**config.mk**
```make
export PLATFORM = sky130hd
export DESIGN_NAME = cim_eeg_epoch_sequencer
export DESIGN_NICKNAME = d
export VERILOG_FILES = /design/src/rtl/cim_eeg_epoch_sequencer_pkg.sv /design/src/rtl/cim_eeg_epoch_sequencer_fifo.sv /design/src/rtl/cim_eeg_epoch_sequencer.sv
export SDC_FILE = /design/constraint.sdc
export NUM_CORES = 1
export LEC_CHECK = 0
export CAP_MARGIN = 10
export CORE_MARGIN = 2
export CORE_UTILIZATION = 23
export CTS_CLUSTER_SIZE = 8
export DETAILED_ROUTE_END_ITERATION = 8
export SLEW_MARGIN = 20
export SYNTH_ARGS = -nofsm -noshare
export SYNTH_HDL_FRONTEND = slang
export SYNTH_HIERARCHICAL = 1
export SYNTH_SLANG_ARGS = --single-unit
```
**constraint.sdc**
```tcl
create_clock -name clk -period 6.96 [get_ports clk]
set_clock_uncertainty 0.1 [all_clocks]
set_input_delay 1.74 -clock clk [delete_from_list [all_inputs] [get_ports clk]]
set_output_delay 1.74 -clock clk [all_outputs]
set_load 0.03 [all_outputs]
```
**src/rtl/cim_eeg_epoch_sequencer_pkg.sv**
```systemverilog
// Shared types and constants for the CIM EEG epoch sequencer.
// Holds the FSM state encoding, sample typedefs and the default epoch length.
`timescale 1ns/1ps
`default_nettype none

package cim_eeg_epoch_sequencer_pkg;

    localparam int ADC_W_DEF             = 16;
    localparam int EEG_SAMPLES_PER_EPOCH = 3000;

    typedef logic signed [ADC_W_DEF-1:0] AdcData_t;
    typedef logic [$clog2(EEG_SAMPLES_PER_EPOCH+1)-1:0] SeqCnt_t;

    typedef enum logic [2:0] {
        IDLE     = 3'd0,
        EPOCH    = 3'd1,
        LOAD     = 3'd2,
        STREAM   = 3'd3,
        WAIT_INF = 3'd4,
        DONE     = 3'd5
    } SeqState_t;

endpackage

`default_nettype wire

```
**src/rtl/cim_eeg_epoch_sequencer_fifo.sv**
```systemverilog
// cim_sample_fifo: synchronous FIFO whose head is always a flop output,
// with occupancy, full/empty status and a single-cycle flush.
`timescale 1ns/1ps
`default_nettype none

module cim_sample_fifo #(
    parameter int DEPTH = 8,
    parameter int W     = 16
) (
    input  logic                     clk,
    input  logic                     rst_n,
    input  logic                     flush_i,
    input  logic                     push_i,
    input  logic                     pop_i,
    input  logic [W-1:0]             wr_data_i,
    output logic [W-1:0]             rd_data_o,
    output logic                     full_o,
    output logic                     empty_o,
    output logic [$clog2(DEPTH):0]   occ_o
);

    localparam int AW = $clog2(DEPTH);

    if ((1 << AW) != DEPTH || DEPTH < 2) begin : g_depth_chk
        $error("cim_sample_fifo: DEPTH must be a power of 2 and >= 2");
    end

    logic [W-1:0]  mem_q [DEPTH];
    logic [AW-1:0] wr_ptr_q;
    logic [AW-1:0] rd_ptr_q;
    logic [AW:0]   occ_q;
    logic          do_push;
    logic          do_pop;

    assign empty_o   = (occ_q == '0);
    assign full_o    = (occ_q == (AW+1)'(DEPTH));
    assign occ_o     = occ_q;
    assign rd_data_o = mem_q[rd_ptr_q];

    // A full FIFO still accepts a write when a read frees a slot the same cycle.
    assign do_pop  = pop_i && !empty_o;
    assign do_push = push_i && (!full_o || do_pop);

    always_ff @(posedge clk or negedge rst_n) begin
        if (!rst_n) begin
            wr_ptr_q <= '0;
            rd_ptr_q <= '0;
            occ_q    <= '0;
        end else if (flush_i) begin
            wr_ptr_q <= '0;
            rd_ptr_q <= '0;
            occ_q    <= '0;
        end else begin
            if (do_push) wr_ptr_q <= wr_ptr_q + AW'(1);
            if (do_pop)  rd_ptr_q <= rd_ptr_q + AW'(1);
            case ({do_push, do_pop})
                2'b10:   occ_q <= occ_q + (AW+1)'(1);
                2'b01:   occ_q <= occ_q - (AW+1)'(1);
                default: occ_q <= occ_q;
            endcase
        end
    end

    always_ff @(posedge clk) begin
        if (do_push && !flush_i) mem_q[wr_ptr_q] <= wr_data_i;
    end

endmodule

`default_nettype wire

```
**src/rtl/cim_eeg_epoch_sequencer.sv**
```systemverilog
// cim_eeg_epoch_sequencer: buffers ADC samples and streams one epoch into the CIM.
// Optional channel averaging is enabled by defining EEG_CH_AVG_EN.
`timescale 1ns/1ps
`default_nettype none

module cim_eeg_epoch_sequencer
    import cim_eeg_epoch_sequencer_pkg::*;
#(
    parameter int NUM_CH            = 4,
    parameter int ADC_W             = ADC_W_DEF,
    parameter int FIFO_DEPTH        = 8,
    parameter int SAMPLES_PER_EPOCH = EEG_SAMPLES_PER_EPOCH,
    parameter int GAP_CYCLES        = 2,
    parameter int TIMEOUT_CYCLES    = 2**20
) (
    input  logic                                        clk,
    input  logic                                        rst_n,
    input  logic                                        adc_valid_i,
    input  logic [NUM_CH*ADC_W-1:0]                     adc_data_i,
    input  logic [(NUM_CH > 1 ? $clog2(NUM_CH) : 1)-1:0] cfg_ch_sel_i,
    input  logic                                        cfg_avg_i,
    input  logic                                        host_start_i,
    input  logic                                        host_abort_i,
    output logic                                        busy_o,
    output logic                                        done_o,
    output logic                                        err_timeout_o,
    output logic                                        err_overflow_o,
    output logic [$clog2(SAMPLES_PER_EPOCH+1)-1:0]      sample_cnt_o,
    output logic                                        cim_new_sleep_epoch_o,
    output logic                                        cim_start_eeg_load_o,
    output logic                                        cim_new_eeg_data_o,
    output logic [ADC_W-1:0]                            cim_eeg_o,
    input  logic                                        cim_inference_complete_i
);

    localparam int CH_W  = (NUM_CH > 1) ? $clog2(NUM_CH) : 1;
    localparam int CNT_W = $clog2(SAMPLES_PER_EPOCH+1);
    localparam int OCC_W = $clog2(FIFO_DEPTH) + 1;
    localparam int GAP_W = $clog2(GAP_CYCLES+1);
    localparam int TO_W  = (TIMEOUT_CYCLES > 2) ? $clog2(TIMEOUT_CYCLES) : 1;

    SeqState_t         state_q;
    logic [CH_W-1:0]   ch_sel_q;
    logic [CNT_W-1:0]  sample_cnt_q;
    logic [GAP_W-1:0]  gap_q;
    logic [TO_W-1:0]   wait_cnt_q;
    logic              err_timeout_q;
    logic              err_overflow_q;
    logic              new_sleep_epoch_q;
    logic              start_eeg_load_q;
    logic              new_eeg_data_q;
    logic              done_q;
    logic [ADC_W-1:0]  cim_eeg_q;

    logic [ADC_W-1:0]  sel_sample;
    logic [ADC_W-1:0]  push_data;
    logic [ADC_W-1:0]  fifo_head;
    logic              fifo_full;
    logic              fifo_empty;
    logic [OCC_W-1:0]  fifo_occ;
    logic              in_window;
    logic              has_room;
    logic              accept;
    logic              push;
    logic              pop;
    logic              overflow;
    logic              abort;

    always_comb begin
        sel_sample = adc_data_i[ADC_W-1:0];
        for (int c = 0; c < NUM_CH; c++) begin
            if (CH_W'(c) == ch_sel_q) sel_sample = adc_data_i[c*ADC_W +: ADC_W];
        end
    end

`ifdef EEG_CH_AVG_EN
    localparam int AVG_SH = $clog2(NUM_CH);
    localparam int SUM_W  = ADC_W + AVG_SH;

    if ((1 << AVG_SH) != NUM_CH) begin : g_avg_pow2_chk
        $error("cim_eeg_epoch_sequencer: NUM_CH must be a power of 2 when averaging");
    end

    logic                    cfg_avg_q;
    logic signed [SUM_W-1:0] ch_sum;
    logic signed [SUM_W-1:0] ch_avg;

    always_comb begin
        ch_sum = '0;
        for (int c = 0; c < NUM_CH; c++) begin
            ch_sum = ch_sum + SUM_W'(signed'(adc_data_i[c*ADC_W +: ADC_W]));
        end
    end

    assign ch_avg    = ch_sum >>> AVG_SH;
    assign push_data = cfg_avg_q ? ch_avg[ADC_W-1:0] : sel_sample;

    always_ff @(posedge clk or negedge rst_n) begin
        if (!rst_n)                               cfg_avg_q <= 1'b0;
        else if (state_q == IDLE && host_start_i) cfg_avg_q <= cfg_avg_i;
    end
`else
    logic unused_cfg_avg;
    assign unused_cfg_avg = cfg_avg_i;
    assign push_data      = sel_sample;
`endif

    assign abort     = host_abort_i && (state_q != IDLE);
    assign in_window = (state_q == LOAD) || (state_q == STREAM);
    // Never buffer more than the epoch still needs, so leftovers cannot leak into the next one.
    assign has_room  = (int'(sample_cnt_q) + int'(fifo_occ)) < SAMPLES_PER_EPOCH;
    assign accept    = adc_valid_i && in_window && has_room && !abort;
    assign pop       = (state_q == STREAM) && !fifo_empty && (gap_q == '0) && !abort;
    assign push      = accept && (!fifo_full || pop);
    assign overflow  = accept && fifo_full && !pop;

    cim_sample_fifo #(
        .DEPTH (FIFO_DEPTH),
        .W     (ADC_W)
    ) u_fifo (
        .clk       (clk),
        .rst_n     (rst_n),
        .flush_i   (abort),
        .push_i    (push),
        .pop_i     (pop),
        .wr_data_i (push_data),
        .rd_data_o (fifo_head),
        .full_o    (fifo_full),
        .empty_o   (fifo_empty),
        .occ_o     (fifo_occ)
    );

    always_ff @(posedge clk or negedge rst_n) begin
        if (!rst_n) begin
            state_q           <= IDLE;
            ch_sel_q          <= '0;
            sample_cnt_q      <= '0;
            gap_q             <= '0;
            wait_cnt_q        <= '0;
            err_timeout_q     <= 1'b0;
            err_overflow_q    <= 1'b0;
            new_sleep_epoch_q <= 1'b0;
            start_eeg_load_q  <= 1'b0;
            new_eeg_data_q    <= 1'b0;
            done_q            <= 1'b0;
            cim_eeg_q         <= '0;
        end else begin
            new_sleep_epoch_q <= 1'b0;
            start_eeg_load_q  <= 1'b0;
            new_eeg_data_q    <= 1'b0;
            done_q            <= 1'b0;

            if (overflow) err_overflow_q <= 1'b1;

            if (pop) begin
                new_eeg_data_q <= 1'b1;
                cim_eeg_q      <= fifo_head;
                sample_cnt_q   <= sample_cnt_q + CNT_W'(1);
                gap_q          <= GAP_W'(GAP_CYCLES);
            end else if (gap_q != '0) begin
                gap_q <= gap_q - GAP_W'(1);
            end

            if (abort) begin
                state_q <= IDLE;
            end else begin
                case (state_q)
                    IDLE: begin
                        if (host_start_i) begin
                            state_q           <= EPOCH;
                            new_sleep_epoch_q <= 1'b1;
                            err_timeout_q     <= 1'b0;
                            err_overflow_q    <= 1'b0;
                            sample_cnt_q      <= '0;
                            gap_q             <= '0;
                            ch_sel_q          <= cfg_ch_sel_i;
                        end
                    end
                    EPOCH: begin
                        state_q          <= LOAD;
                        start_eeg_load_q <= 1'b1;
                    end
                    LOAD: state_q <= STREAM;
                    STREAM: begin
                        if (pop && sample_cnt_q == CNT_W'(SAMPLES_PER_EPOCH-1)) begin
                            state_q    <= WAIT_INF;
                            wait_cnt_q <= '0;
                        end
                    end
                    WAIT_INF: begin
                        if (cim_inference_complete_i) begin
                            state_q <= DONE;
                            done_q  <= 1'b1;
                        end else if (wait_cnt_q == TO_W'(TIMEOUT_CYCLES-1)) begin
                            state_q       <= IDLE;
                            err_timeout_q <= 1'b1;
                        end else begin
                            wait_cnt_q <= wait_cnt_q + TO_W'(1);
                        end
                    end
                    DONE:    state_q <= IDLE;
                    default: state_q <= IDLE;
                endcase
            end
        end
    end

    assign busy_o                = (state_q != IDLE);
    assign done_o                = done_q;
    assign err_timeout_o         = err_timeout_q;
    assign err_overflow_o        = err_overflow_q;
    assign sample_cnt_o          = sample_cnt_q;
    assign cim_new_sleep_epoch_o = new_sleep_epoch_q;
    assign cim_start_eeg_load_o  = start_eeg_load_q;
    assign cim_new_eeg_data_o    = new_eeg_data_q;
    assign cim_eeg_o             = cim_eeg_q;

endmodule

`default_nettype wire

```
Word level (Yosys, flattened, before mapping)
Memories as Yosys holds them, arrays and structs flattened. A register that Yosys moved wholly into a read port is not among the register bits.
Cells that the tools add are included.

word-level totals
  bits in latches = 0
  bits in read-only memories = 0
  bits in registers = 55
  memory bits (writable) = 128
  output and inout port bits = 35
  bits of input ports = 73
  memories = 1

operators by class
  shift-type cells = 0
  $add $sub $neg = 8
  multiply operators = 0
  bitwise gates (word level) = 1
  equal/unequal tests = 20
  muxes and demuxes = 47
  reductions and logical operators = 36
  div/mod/pow operators = 0
  magnitude comparators = 1

memory list
  name          words  width  read ports  clocked after memory_dff  write ports  line                                RTL
  u_fifo.mem_q  8      16     1           1                         1            cim_eeg_epoch_sequencer_fifo.sv:28  logic [W-1:0] mem_q [DEPTH];

operators by type and width
  cell                   number
  $mux 20                3
  $mux 12                4
  $mux 16                3
  $pmux 20 s2            1
  $mux 3                 9
  $add 20x1->20 const B  1
  $eq 20x20->1 const B   1
  $mux 1                 18
  $pmux 3 s5             1
  $logic_and 1x1->1      14
  $add 12x4->13          1
  $lt 13x12->1 const B   1
  $add 12x1->12 const B  1
  $eq 12x12->1 const B   1
  $mux 2                 5
  $reduce_and 5->1       2
  $reduce_bool 2->1      5
  $ne 2x2->1 const B     4
  $pmux 4 s2             1
  $add 3x1->3 const B    2
  $eq 3x2->1 const B     2
  $reduce_and 3->1       2
  $reduce_bool 3->1      2
  $logic_not 1->1        5
  21 further kinds       24

Depth between registers and ports, before layout
Gate-level depths: netlist of the first run.

  depth after elaboration = 11
  mapped depth = 15
  gate-level depth less buffers = 13

Cells and area by module
The synthesis of the first run kept the hierarchy.

modules (own cells, without submodules)
  module                   cells each  seq. area each (µm²)  instances  area each (µm²)
  cim_sample_fifo          263         4093.9                1          5619.1
  cim_eeg_epoch_sequencer  326         1526.5                1          3319.4

Worst setup path after synthesis of the first run
OpenSTA, ideal clock, no wires.

  path type = input to register
  start = input host_abort_i
  end = memory u_fifo.mem_q[0][0], enable pin
  library setup time = 0.436 ns
  arrival time = 5.008 ns
  slack = 1.415 ns
  stages = 8
  path buffers = 2
  required time = 6.424 ns
  path through = nor3b_2 -> nand2_1 -> inv_2 -> clkbuf_1 -> buf_1 -> nand2b_1 -> o21ai_4 -> nor4b_1

on the way
  cells in the longest elaborated chain, start to end = 9
  elaborated cells between the ends (all ways) = 12
  classes of those cells = mux (2); reduce/logical (10)

RTL lines
  item                                                          line                                                                RTL
  from (decl)                                                   cim_eeg_epoch_sequencer.sv:23                                       input logic host_abort_i,
  $logic_and 1x1->1 (*)                                         cim_eeg_epoch_sequencer.sv:108                                      assign abort = host_abort_i && (state_q != IDLE);
  $logic_not 1->1 (*)                                           cim_eeg_epoch_sequencer.sv:113                                      assign pop = (state_q == STREAM) && !fifo_empty && (gap_q == '0) && !abort;
  $logic_and 1x1->1 (*)                                         cim_eeg_epoch_sequencer.sv:113
  via pop                                                       cim_eeg_epoch_sequencer.sv:65                                       logic pop;
  $logic_or 1x1->1 / $logic_and 1x1->1 (equally long branches)  cim_eeg_epoch_sequencer.sv:114, cim_eeg_epoch_sequencer_fifo.sv:41
  $logic_and 1x1->1 / $logic_or 1x1->1 (equally long branches)  cim_eeg_epoch_sequencer.sv:114, cim_eeg_epoch_sequencer_fifo.sv:42
  $logic_and 1x1->1 (*)                                         cim_eeg_epoch_sequencer_fifo.sv:42                                  assign do_push = push_i && (!full_o || do_pop);
  $logic_and 1x1->1 (*)                                         cim_eeg_epoch_sequencer_fifo.sv:65                                  if (do_push && !flush_i) mem_q[wr_ptr_q] <= wr_data_i;
  $mux 1 (*)                                                    cim_eeg_epoch_sequencer_fifo.sv:65
  $mux 1 (implied by the code) (*)                              cim_eeg_epoch_sequencer_fifo.sv:65
  to (decl)                                                     cim_eeg_epoch_sequencer_fifo.sv:28

Mark *: on every way through the listed nets, which the timed path passes. The rest lies on a longest branch.

Worst setup path in the final report of the first run
  start = input host_abort_i
  end = register u_fifo.occ_q[3], in the netlist u_fifo/occ_o[3]

on the way
  cells in the longest elaborated chain, start to end = 9
  elaborated cells between the ends (all ways) = 14
  classes of those cells = eq/ne (2); mux (2); reduce/logical (10)

RTL lines
  item                                                          line                                                                RTL
  $logic_and 1x1->1 (*)                                         cim_eeg_epoch_sequencer.sv:108
  $logic_not 1->1                                               cim_eeg_epoch_sequencer.sv:112, cim_eeg_epoch_sequencer.sv:113
  $logic_and 1x1->1                                             cim_eeg_epoch_sequencer.sv:113
  $logic_or 1x1->1 / $logic_and 1x1->1 (equally long branches)  cim_eeg_epoch_sequencer.sv:114, cim_eeg_epoch_sequencer_fifo.sv:41
  $logic_and 1x1->1 / $logic_or 1x1->1 (equally long branches)  cim_eeg_epoch_sequencer.sv:114, cim_eeg_epoch_sequencer_fifo.sv:42
  $logic_and 1x1->1                                             cim_eeg_epoch_sequencer_fifo.sv:42
  $eq 2x1->1 / $eq 2x2->1 (equally long branches)               cim_eeg_epoch_sequencer_fifo.sv:56                                  case ({do_push, do_pop})
  $pmux 4 s2                                                    cim_eeg_epoch_sequencer_fifo.sv:56
  $mux 4                                                        cim_eeg_epoch_sequencer_fifo.sv:49                                  end else if (flush_i) begin
  to (signal assigned)                                          cim_eeg_epoch_sequencer_fifo.sv:57                                  2'b10: occ_q <= occ_q + (AW+1)'(1);
  to (signal assigned)                                          cim_eeg_epoch_sequencer_fifo.sv:58                                  2'b01: occ_q <= occ_q - (AW+1)'(1);
  to (signal assigned)                                          cim_eeg_epoch_sequencer_fifo.sv:59                                  default: occ_q <= occ_q;
  to (decl)                                                     cim_eeg_epoch_sequencer_fifo.sv:31                                  logic [AW:0] occ_q;

Mark *: on every way between the ends. The rest lies on a longest branch, timed or not.
A chain may end at the register's enable or synchronous reset.

==> results.cfg, run 1 <==
[global_routing]
grt.total_usage = 0.0996
grt_pass1_wl_mm = 31.0
grt_pass1_vias = 5446
antenna_found_initial = 0
grt_overflow = 0
grt_max_degree = 72

[synthesis]
synth_area_mm2 = 0.00894
synth_nets = 672
synth_cell_type_count = 68
synth_area_leader_cell = edfxtp_1
ys_warn_count = 6
syn_area_per_cell_um2 = 15.2
yosys_register_bits = 199
postSynth.asyncResetShare = 0.357
synthFlopType = edfxtp_1
seq_area_frac_synth = 0.629
yosys-top-cells-area = edfxtp_1 43%, dfrtp_1 20%, mux4_1 7.3%, mux4_2 5.8%, nand2_1 3.2%
synth_top_area_share = 0.430
synth_edf_count = 128
syn_inst = 589

[sta]
hold_ws_ns = 0.365
rsz0062_at_grt = no
period_share = 0.679
final_hold_viol_count = 0
tns_ns = 0
slew_headroom = 0.332
slew_violations = 0
min_period_ns = 4.73
setup_violations = 0
tightestPinTransition_ns = 1.00
clock.fmax_mhz = 211
fin_ws_ns = 2.23

[layout]
area_delta_synth_final_pct = 25.3
n_antenna_cell = 0
register_area_mm2 = 0.00562
drive_gt1_frac = 0.152
multi_input_area_mm2 = 0.00313
fin_util = 0.291
fin_nets = 785
fillerInstances = 3873

[place]
place.gp.congestion = 0.718
dp_worst_setup_slack_ns = 1.75
portBuffers = 106
place_hpwl_mm = 12.2

[die]
die_w_um = 201
core_mm2 = 0.0385
start_util = 0.232
dieArea_mm2 = 0.0405
io_pins = 108
rows = 72
die_y_um = 201

[worst_setup_path]
crit_slowest_cell = clkdlybuf4s50_1
slowest_delay_ns = 0.60
cp.arrival_ns = 4.99
path_buf_inv = 3
critPathMaxFanout = 21
end_kind = register
critPathLaunchType = input port
crit_family = buffers and inverters
crit_chain = clkdlybuf4s50_1, nor3b_2, nand2_1, buf_4, inv_2, o21ai_2, nor2_1, ha_1, a211oi_1, o211ai_1, a21o_1, a21oi_1
worstPathRequired_ns = 7.22
path_class = in -> reg

[power]
p_leak_nw = 4.02
power_density_mw_per_mm2 = 241
peakVddDrop_mv = 0.158

[detailed_routing]
vias_per_cell = 4.30
drt-pass1-iter-count = 4
vias = 5303
drtIter0Drc = 325
route.detailed.drc = 0
wirelength_mm = 19.5
ant_nets = 0
routedWlPerCell_um = 15.8

[status]
status = finished clean

[clock_tree]
htreeDepth = 4
numCtsBuffers = 17
ctsHoldBuffers = 0
tritoncts = yes
path_clk_slew_ns = 0.07
post_cts_buffers = 0
ctsResizeCount = 0
clk-insertion-delay-late_ns = 0.43
clock-sinks = 199
cts_buffer_depth = 2
ctsRootBufferMaster = clkbuf_16

[worst_hold_path]
min_path_type = reg -> reg

[job]
cap_viol_max_count = 0
-- Yosys cell counts (2+ instances only) --
cell type / number
o211ai_1: 10
clkbuf_1: 13
mux2_2: 18
mux4_2: 23
buf_6: 7
nand2_1: 76
nor2b_1: 2
ha_1: 9
a211oi_1: 2
nor4_1: 4
nand3b_1: 2
inv_1: 12
edfxtp_1: 128
nor3_1: 9
xor2_1: 12
or3_1: 9
and2_1: 2
buf_1: 2
mux2i_1: 2
nand4_1: 5
xnor2_1: 8
or4_1: 6
dfrtp_1: 71
and3_1: 6
mux4_1: 25
a21oi_1: 15
nor2_1: 37
buf_2: 4
a21o_1: 2
o21ai_0: 12
nor3b_1: 2
nand3_1: 10
o21ai_2: 2
o21a_1: 3
o2111ai_1: 4
nor4b_1: 3
-- final timing paths --
check,startpoint,endpoint,slack [ns],cells after the start
max,host_abort_i,u_fifo/occ_o[3],2.23,12
min,gap_q[0],gap_q[0],0.37,1
max reg2reg,u_fifo/occ_o[0],u_fifo/occ_o[3],3.12,13
min reg2reg,gap_q[0],gap_q[0],0.37,1
max in group asynchronous,rst_n,sample_cnt_o[1],5.03,1
min in group asynchronous,rst_n,wait_cnt_q[6],1.23,1
-- layer usage --
| layer | wire (um) | up-vias | track usage |
|---|---|---|---|
| met3 | 808 | 5 | 0.0245 |
| met4 | 87 | 0 | 0.0238 |
| met2 | 9320 | 124 | 0.163 |
| met1 | 9240 | 2664 | 0.133 |
| met5 | 0 | - | 0 |
| li1 | - | 2510 | - |
-- report_power, final --
group | leakage, nW | switching [W] | internal (W)
combinational | 1.62 | 0.000182 | 0.000147
sequential | 2.12 | 0.0000368 | 0.00137
clock | 0.281 | 0.000459 | 0.000504
total | 4.02 | 0.000677 | 0.00202
-- through the flow --
stage / cell area (um^2) / instances / power, W
global route: 11200 / 1233 / 0.00281
floorplan: 8940 / 589 / 0.00161
finish: 11200 / 1233 / 0.00270
detailed placement: 10600 / 1201 / 0.00177
global placement: 10600 / 1201 / 0.00175
CTS: 11200 / 1233 / 0.00274
-- layout make-up --
class                   instances  area share
multi-input cells             349       0.279
inverters                      13     0.00436
repair buffers                122       0.106
well taps                     518      0.0579
flip-flops and latches        199       0.502
clock buffers                  18      0.0383
clock inverters                14      0.0126
-- logic make-up (layout without fill, tap and decap cells) --
kind of cell / after synthesis / after routing / synth area share
AO/OA/AOI/OAI: 67 / 67 / 0.0532
XOR/XNOR: 20 / 20 / 0.0196
buffers and inverters: 41 / 167 / 0.0242
adder cells (fa/ha/maj): 10 / 10 / 0.0148
flip-flops: 199 / 199 / 0.629
AND/OR/NAND/NOR: 184 / 184 / 0.103
multiplexers: 68 / 68 / 0.156
-- worst reg2reg max path: cells and delay by family (launching register included) --
kind / cells / cell delay, ns
compound gates: 5 / 1.03
fa+ha+maj: 1 / 0.28
buf+inv: 2 / 0.64
flops: 1 / 0.49
simple gates: 5 / 1.23
-- state kept, by name, indices dropped and copies added (netlist names) --
register and flops:
state_q 3, cim_eeg_o 16, cim_new_sleep_epoch_o 1, err_overflow_o 1
wait_cnt_q 20, cim_start_eeg_load_o 1, sample_cnt_o 12, err_timeout_o 1
cim_new_eeg_data_o 1, u_fifo/mem_q 128, done_o 1, u_fifo/occ_o 4
u_fifo/wr_ptr_q 3, ch_sel_q 2, gap_q 2, u_fifo/rd_ptr_q 3
-- cells in the final DEF (no fill, tap or decap), types with 3 or more instances in the layout --
cell type / n
edfxtp_1: 128
clkdlybuf4s50_1: 105
nand2_1: 76
dfrtp_1: 71
nor2_1: 37
mux4_1: 25
mux4_2: 23
mux2_2: 18
clkbuf_16: 17
buf_4: 16
a21oi_1: 15
inv_1: 12
xor2_1: 12
o21ai_0: 12
nand3_1: 10
o211ai_1: 10
or3_1: 9
ha_1: 9
xnor2_1: 8
nor3_1: 6
and3_1: 6
or4_1: 6
nand4_1: 5
inv_6: 5
o2111ai_1: 4
nor4_1: 3
o21a_1: 3
clkinv_2: 3
nor3_2: 3
Note: power is estimated with default switching activity, not from simulation.
==> run 2: changes to the inputs <==
Clock period 6.96 ns to 4.8 ns, I/O delays scaled along.
==> results.cfg, run 2 (same netlist as run 1, synthesis figures left out) <==
[status]
status = finished clean

[worst_setup_path]
path_class = in -> reg
r2r_cells = 13
worstPathRequired_ns = 5.02
reg2reg_to = u_fifo/occ_o[3]
critPathLaunchType = input port
r2r_start = u_fifo/occ_o[1]
critPathMaxFanout = 5
rrSetupSlack_ns = 1.05
cp.arrival_ns = 4.01
end_kind = register

[sta]
tightestPinTransition_ns = 1.04
fin_ws_ns = 1.01
slew_violations = 0
rsz0062_at_grt = no
period_share = 0.791
min_period_ns = 3.79
setup_violations = 0
clock.fmax_mhz = 264
hold_ws_ns = 0.363
final_hold_viol_count = 0
tns_ns = 0
slew_headroom = 0.305

[clock_tree]
post_cts_buffers = 0
path_clk_slew_ns = 0.07
clock-sinks = 199
clk-insertion-delay-late_ns = 0.43
ctsHoldBuffers = 0
htreeDepth = 4
numCtsBuffers = 17
ctsRootBufferMaster = clkbuf_16
tritoncts = yes
cts_buffer_depth = 2
ctsResizeCount = 0

[place]
dp_worst_setup_slack_ns = 0.584
place.gp.congestion = 0.761
portBuffers = 106
place_hpwl_mm = 12.8

[global_routing]
grt_max_degree = 48
grt_overflow = 0
grt.total_usage = 0.0996
antenna_found_initial = 0
grt_pass1_wl_mm = 31.1
grt_pass1_vias = 5450

[die]
die_y_um = 201
core_mm2 = 0.0385
start_util = 0.232
die_w_um = 201
dieArea_mm2 = 0.0405
rows = 72
io_pins = 108

[worst_hold_path]
min_path_type = reg -> reg
min_path_cells = 1
holdCritStartpoint = gap_q[0]
min_to = gap_q[0]

[detailed_routing]
route.detailed.drc = 0
routedWlPerCell_um = 16.0
wirelength_mm = 19.8
vias_per_cell = 4.39
vias = 5416
drtIter0Drc = 414
drt-pass1-iter-count = 5
ant_nets = 0

[layout]
n_antenna_cell = 0
largest_register_ffs = 128
fin_nets = 786
final_common_cell = edfxtp_1
drive_gt1_frac = 0.154
area_delta_synth_final_pct = 26.1
top_register = u_fifo/mem_q
most-common-layout-cells = 128 x edfxtp_1, 105 x clkdlybuf4s50_1, 76 x nand2_1

[power]
peakVddDrop_mv = 0.205
p_leak_nw = 4.04
power_density_mw_per_mm2 = 353

[job]
cap_viol_max_count = 0
[run 2: cell types whose count changed in the layout (fill, tap and decap cells not counted), sizes merged]
| cell | previous run | this run |
|---|---|---|
| buf | 17 | 18 |
| bufinv | 1 | 2 |
| clkbuf | 18 | 19 |
| clkinv | 6 | 5 |
| inv | 19 | 18 |
[run 2: layer usage]
| layer | track usage | routed length (um) | share of wire | vias to the layer above |
|---|---|---|---|---|
| met5 | 0 | 0 | 0 | - |
| met4 | 0.0228 | 160 | 0.0081 | 0 |
| met3 | 0.0253 | 1110 | 0.056 | 16 |
| met2 | 0.157 | 9130 | 0.46 | 167 |
| met1 | 0.138 | 9400 | 0.47 | 2730 |
| li1 | - | - | - | 2503 |
[run 2: area by class of cell]
cell class | count | area (um^2)
fill | 3875 | 27200
clock inverter | 13 | 165
multi-input combinational | 349 | 3150
inverter | 13 | 48.8
clock buffer | 19 | 433
tap | 518 | 648
sequential | 199 | 5620
timing repair buffer | 123 | 1210
[run 2: how the worst max path moves through the flow]
stage,start,to,cells after the start
after global placement,host_abort_i,u_fifo/mem_q[7][10],8
after floorplan,host_abort_i,u_fifo/mem_q[1][0],8
after detailed placement,host_abort_i,u_fifo/mem_q[6][3],8
after global routing,u_fifo/occ_o[0],u_fifo/mem_q[7][11],9
after CTS,host_abort_i,u_fifo/mem_q[7][10],8
final,host_abort_i,u_fifo/occ_o[3],10
[run 2: worst max-delay path, stage by stage]
cell and delay, ns:
clkdlybuf4s50_1 0.45, nor3b_2 0.32, nand2_1 0.21, a21oi_1 0.45, nor2_1 0.18, ha_1 0.31, a211oi_1 0.11, or4_1 0.52
a31oi_1 0.19, a21oi_1 0.09
[run 2: stage by stage]
| step | power (W) | utilization | instances | instance area (um^2) |
|---|---|---|---|---|
| after floorplan | 0.00234 | - | 589 | 8950 |
| after global placement | 0.00256 | 0.278 | 1202 | 10700 |
| after detailed placement | 0.00258 | 0.278 | 1202 | 10700 |
| after CTS | 0.00404 | 0.293 | 1234 | 11300 |
| after global routing | 0.00415 | 0.293 | 1234 | 11300 |
| final | 0.00398 | 0.293 | 1234 | 11300 |
[run 2: report_power, final]
part / total [W] / internal [W] / switching, W
clock: 0.00146 / 0.000788 / 0.000670
combinational: 0.000484 / 0.000216 / 0.000268
sequential: 0.00204 / 0.00198 / 0.0000572
total: 0.00398 / 0.00299 / 0.000995
==> run 3: changes to the inputs <==
Clock period 4.8 ns to 3.7 ns, I/O delays scaled along.
==> results.cfg, run 3 (same netlist as run 1, synthesis figures left out) <==
[worst_setup_path]
end_kind = register
cp.arrival_ns = 3.73
endpoint = u_fifo/occ_o[3]
critPathLaunchType = register
reg2reg_to = u_fifo/occ_o[3]
rrSetupSlack_ns = 0.18
startpoint = sample_cnt_o[1]
critPathMaxFanout = 5
r2r_start = sample_cnt_o[1]
r2r_cells = 13
path_class = reg -> reg
worstPathRequired_ns = 3.91

[layout]
n_antenna_cell = 0
fin_nets = 796
final_common_cell = edfxtp_1
fin_area_mm2 = 0.0114
largest_register_ffs = 128
area_delta_synth_final_pct = 27.3
most-common-layout-cells = 128 x edfxtp_1, 105 x clkdlybuf4s50_1, 76 x nand2_1
drive_gt1_frac = 0.172
top_register = u_fifo/mem_q

[sta]
min_period_ns = 3.52
slew_headroom = 0.312
period_share = 0.951
clock.fmax_mhz = 284
rsz0062_at_grt = no
tightestPinTransition_ns = 1.03
slew_violations = 0
final_hold_viol_count = 0
setup_violations = 0
fin_ws_ns = 0.183
hold_ws_ns = 0.368
tns_ns = 0

[global_routing]
grt_pass1_vias = 5572
antenna_found_initial = 0
grt_overflow = 0
grt_max_degree = 72
grt_pass1_wl_mm = 31.7
grt.total_usage = 0.102

[detailed_routing]
wl_met1_mm = 9.35
drtIter0Drc = 448
wl_met2_mm = 9.12
highest_layer = met4
route.detailed.drc = 0
dr_wl_met3_mm = 1.18
routedWlPerCell_um = 15.9
vias = 5423
ant_nets = 0
drt-pass1-iter-count = 6
wirelength_mm = 19.8
vias_per_cell = 4.36

[clock_tree]
clock-sinks = 199
clk-insertion-delay-late_ns = 0.43
numCtsBuffers = 17
path_clk_slew_ns = 0.08
ctsRootBufferMaster = clkbuf_16
cts_buffer_depth = 2
ctsHoldBuffers = 0
tritoncts = yes
htreeDepth = 4

[place]
place_hpwl_mm = 12.8
portBuffers = 106
placed_area_mm2 = 0.0108
dp_worst_setup_slack_ns = -0.00246
place.gp.congestion = 0.728

[die]
start_util = 0.232
core_mm2 = 0.0385
io_pins = 108
dieArea_mm2 = 0.0405
die_y_um = 201
rows = 72
die_w_um = 201

[power]
power_w = 0.00508
peakVddDrop_mv = 0.297
power_density_mw_per_mm2 = 447
p_leak_nw = 4.09

[status]
status = finished clean

[worst_hold_path]
min_path_type = reg -> reg

[job]
cap_viol_max_count = 0
run 3: cell count changes in the layout (fill, tap and decap cells not counted), sizes merged:
cell / change
buf: +10
clkinvlp: +3
bufinv: -1
clkbuf: -1
inv: -1
run 3: power by group:
group / switching [W] / internal [W]
Sequential: 0.0000873 / 0.00257
Clock: 0.000860 / 0.000949
Combinational: 0.000330 / 0.000283
Total: 0.00128 / 0.00381
run 3: per-stage QoR:
step / util / cells
after floorplan: - / 589
after global placement: 0.281 / 1212
after detailed placement: 0.281 / 1212
after CTS: 0.296 / 1244
after global routing: 0.296 / 1244
final: 0.296 / 1244
run 3: area by class of cell:
| cell class | instances | area, um^2 |
|---|---|---|
| Inverter | 13 | 48.8 |
| Timing Repair Buffer | 133 | 1330 |
| Clock inverter | 14 | 145 |
| Clock buffer | 18 | 429 |
| Sequential cell | 199 | 5620 |
| Multi-Input combinational cell | 349 | 3160 |
| Tap cell | 518 | 648 |
| Fill cell | 3874 | 27100 |
run 3: how the worst min path moves through the flow:
stage                     startpoint        to  cells after the start
final                       gap_q[0]  gap_q[0]                      1
after global routing        gap_q[0]  gap_q[0]                      1
after CTS                   gap_q[0]  gap_q[0]                      1
after detailed placement    gap_q[0]  gap_q[0]                      1
after global placement      gap_q[0]  gap_q[0]                      1
after floorplan             gap_q[0]  gap_q[0]                      1
run 3: routing by layer:
layer,global-route usage,vias to the layer above
li1,-,2530
met1,0.141,2714
met2,0.160,168
met3,0.0262,11
met4,0.0228,0
met5,0,-
run 3: timing repair:
item / 4_1_cts / 5_1_grt
setup endpoints to repair: 0 / 1
gates resized for setup: 0 / 1
setup buffers: 0 / 0
run 3: worst max-delay path, stage by stage, from the launching register on:
cell       delay, ns
dfrtp_1         0.45
ha_1            0.31
a31o_2          0.23
a21o_1          0.20
a211o_1         0.24
o2111ai_1       0.12
o2111ai_1       0.23
a21oi_1         0.23
nor2_1          0.12
ha_1            0.31
a211oi_2        0.09
or4_1           0.51
a31oi_1         0.18
a21oi_1         0.08
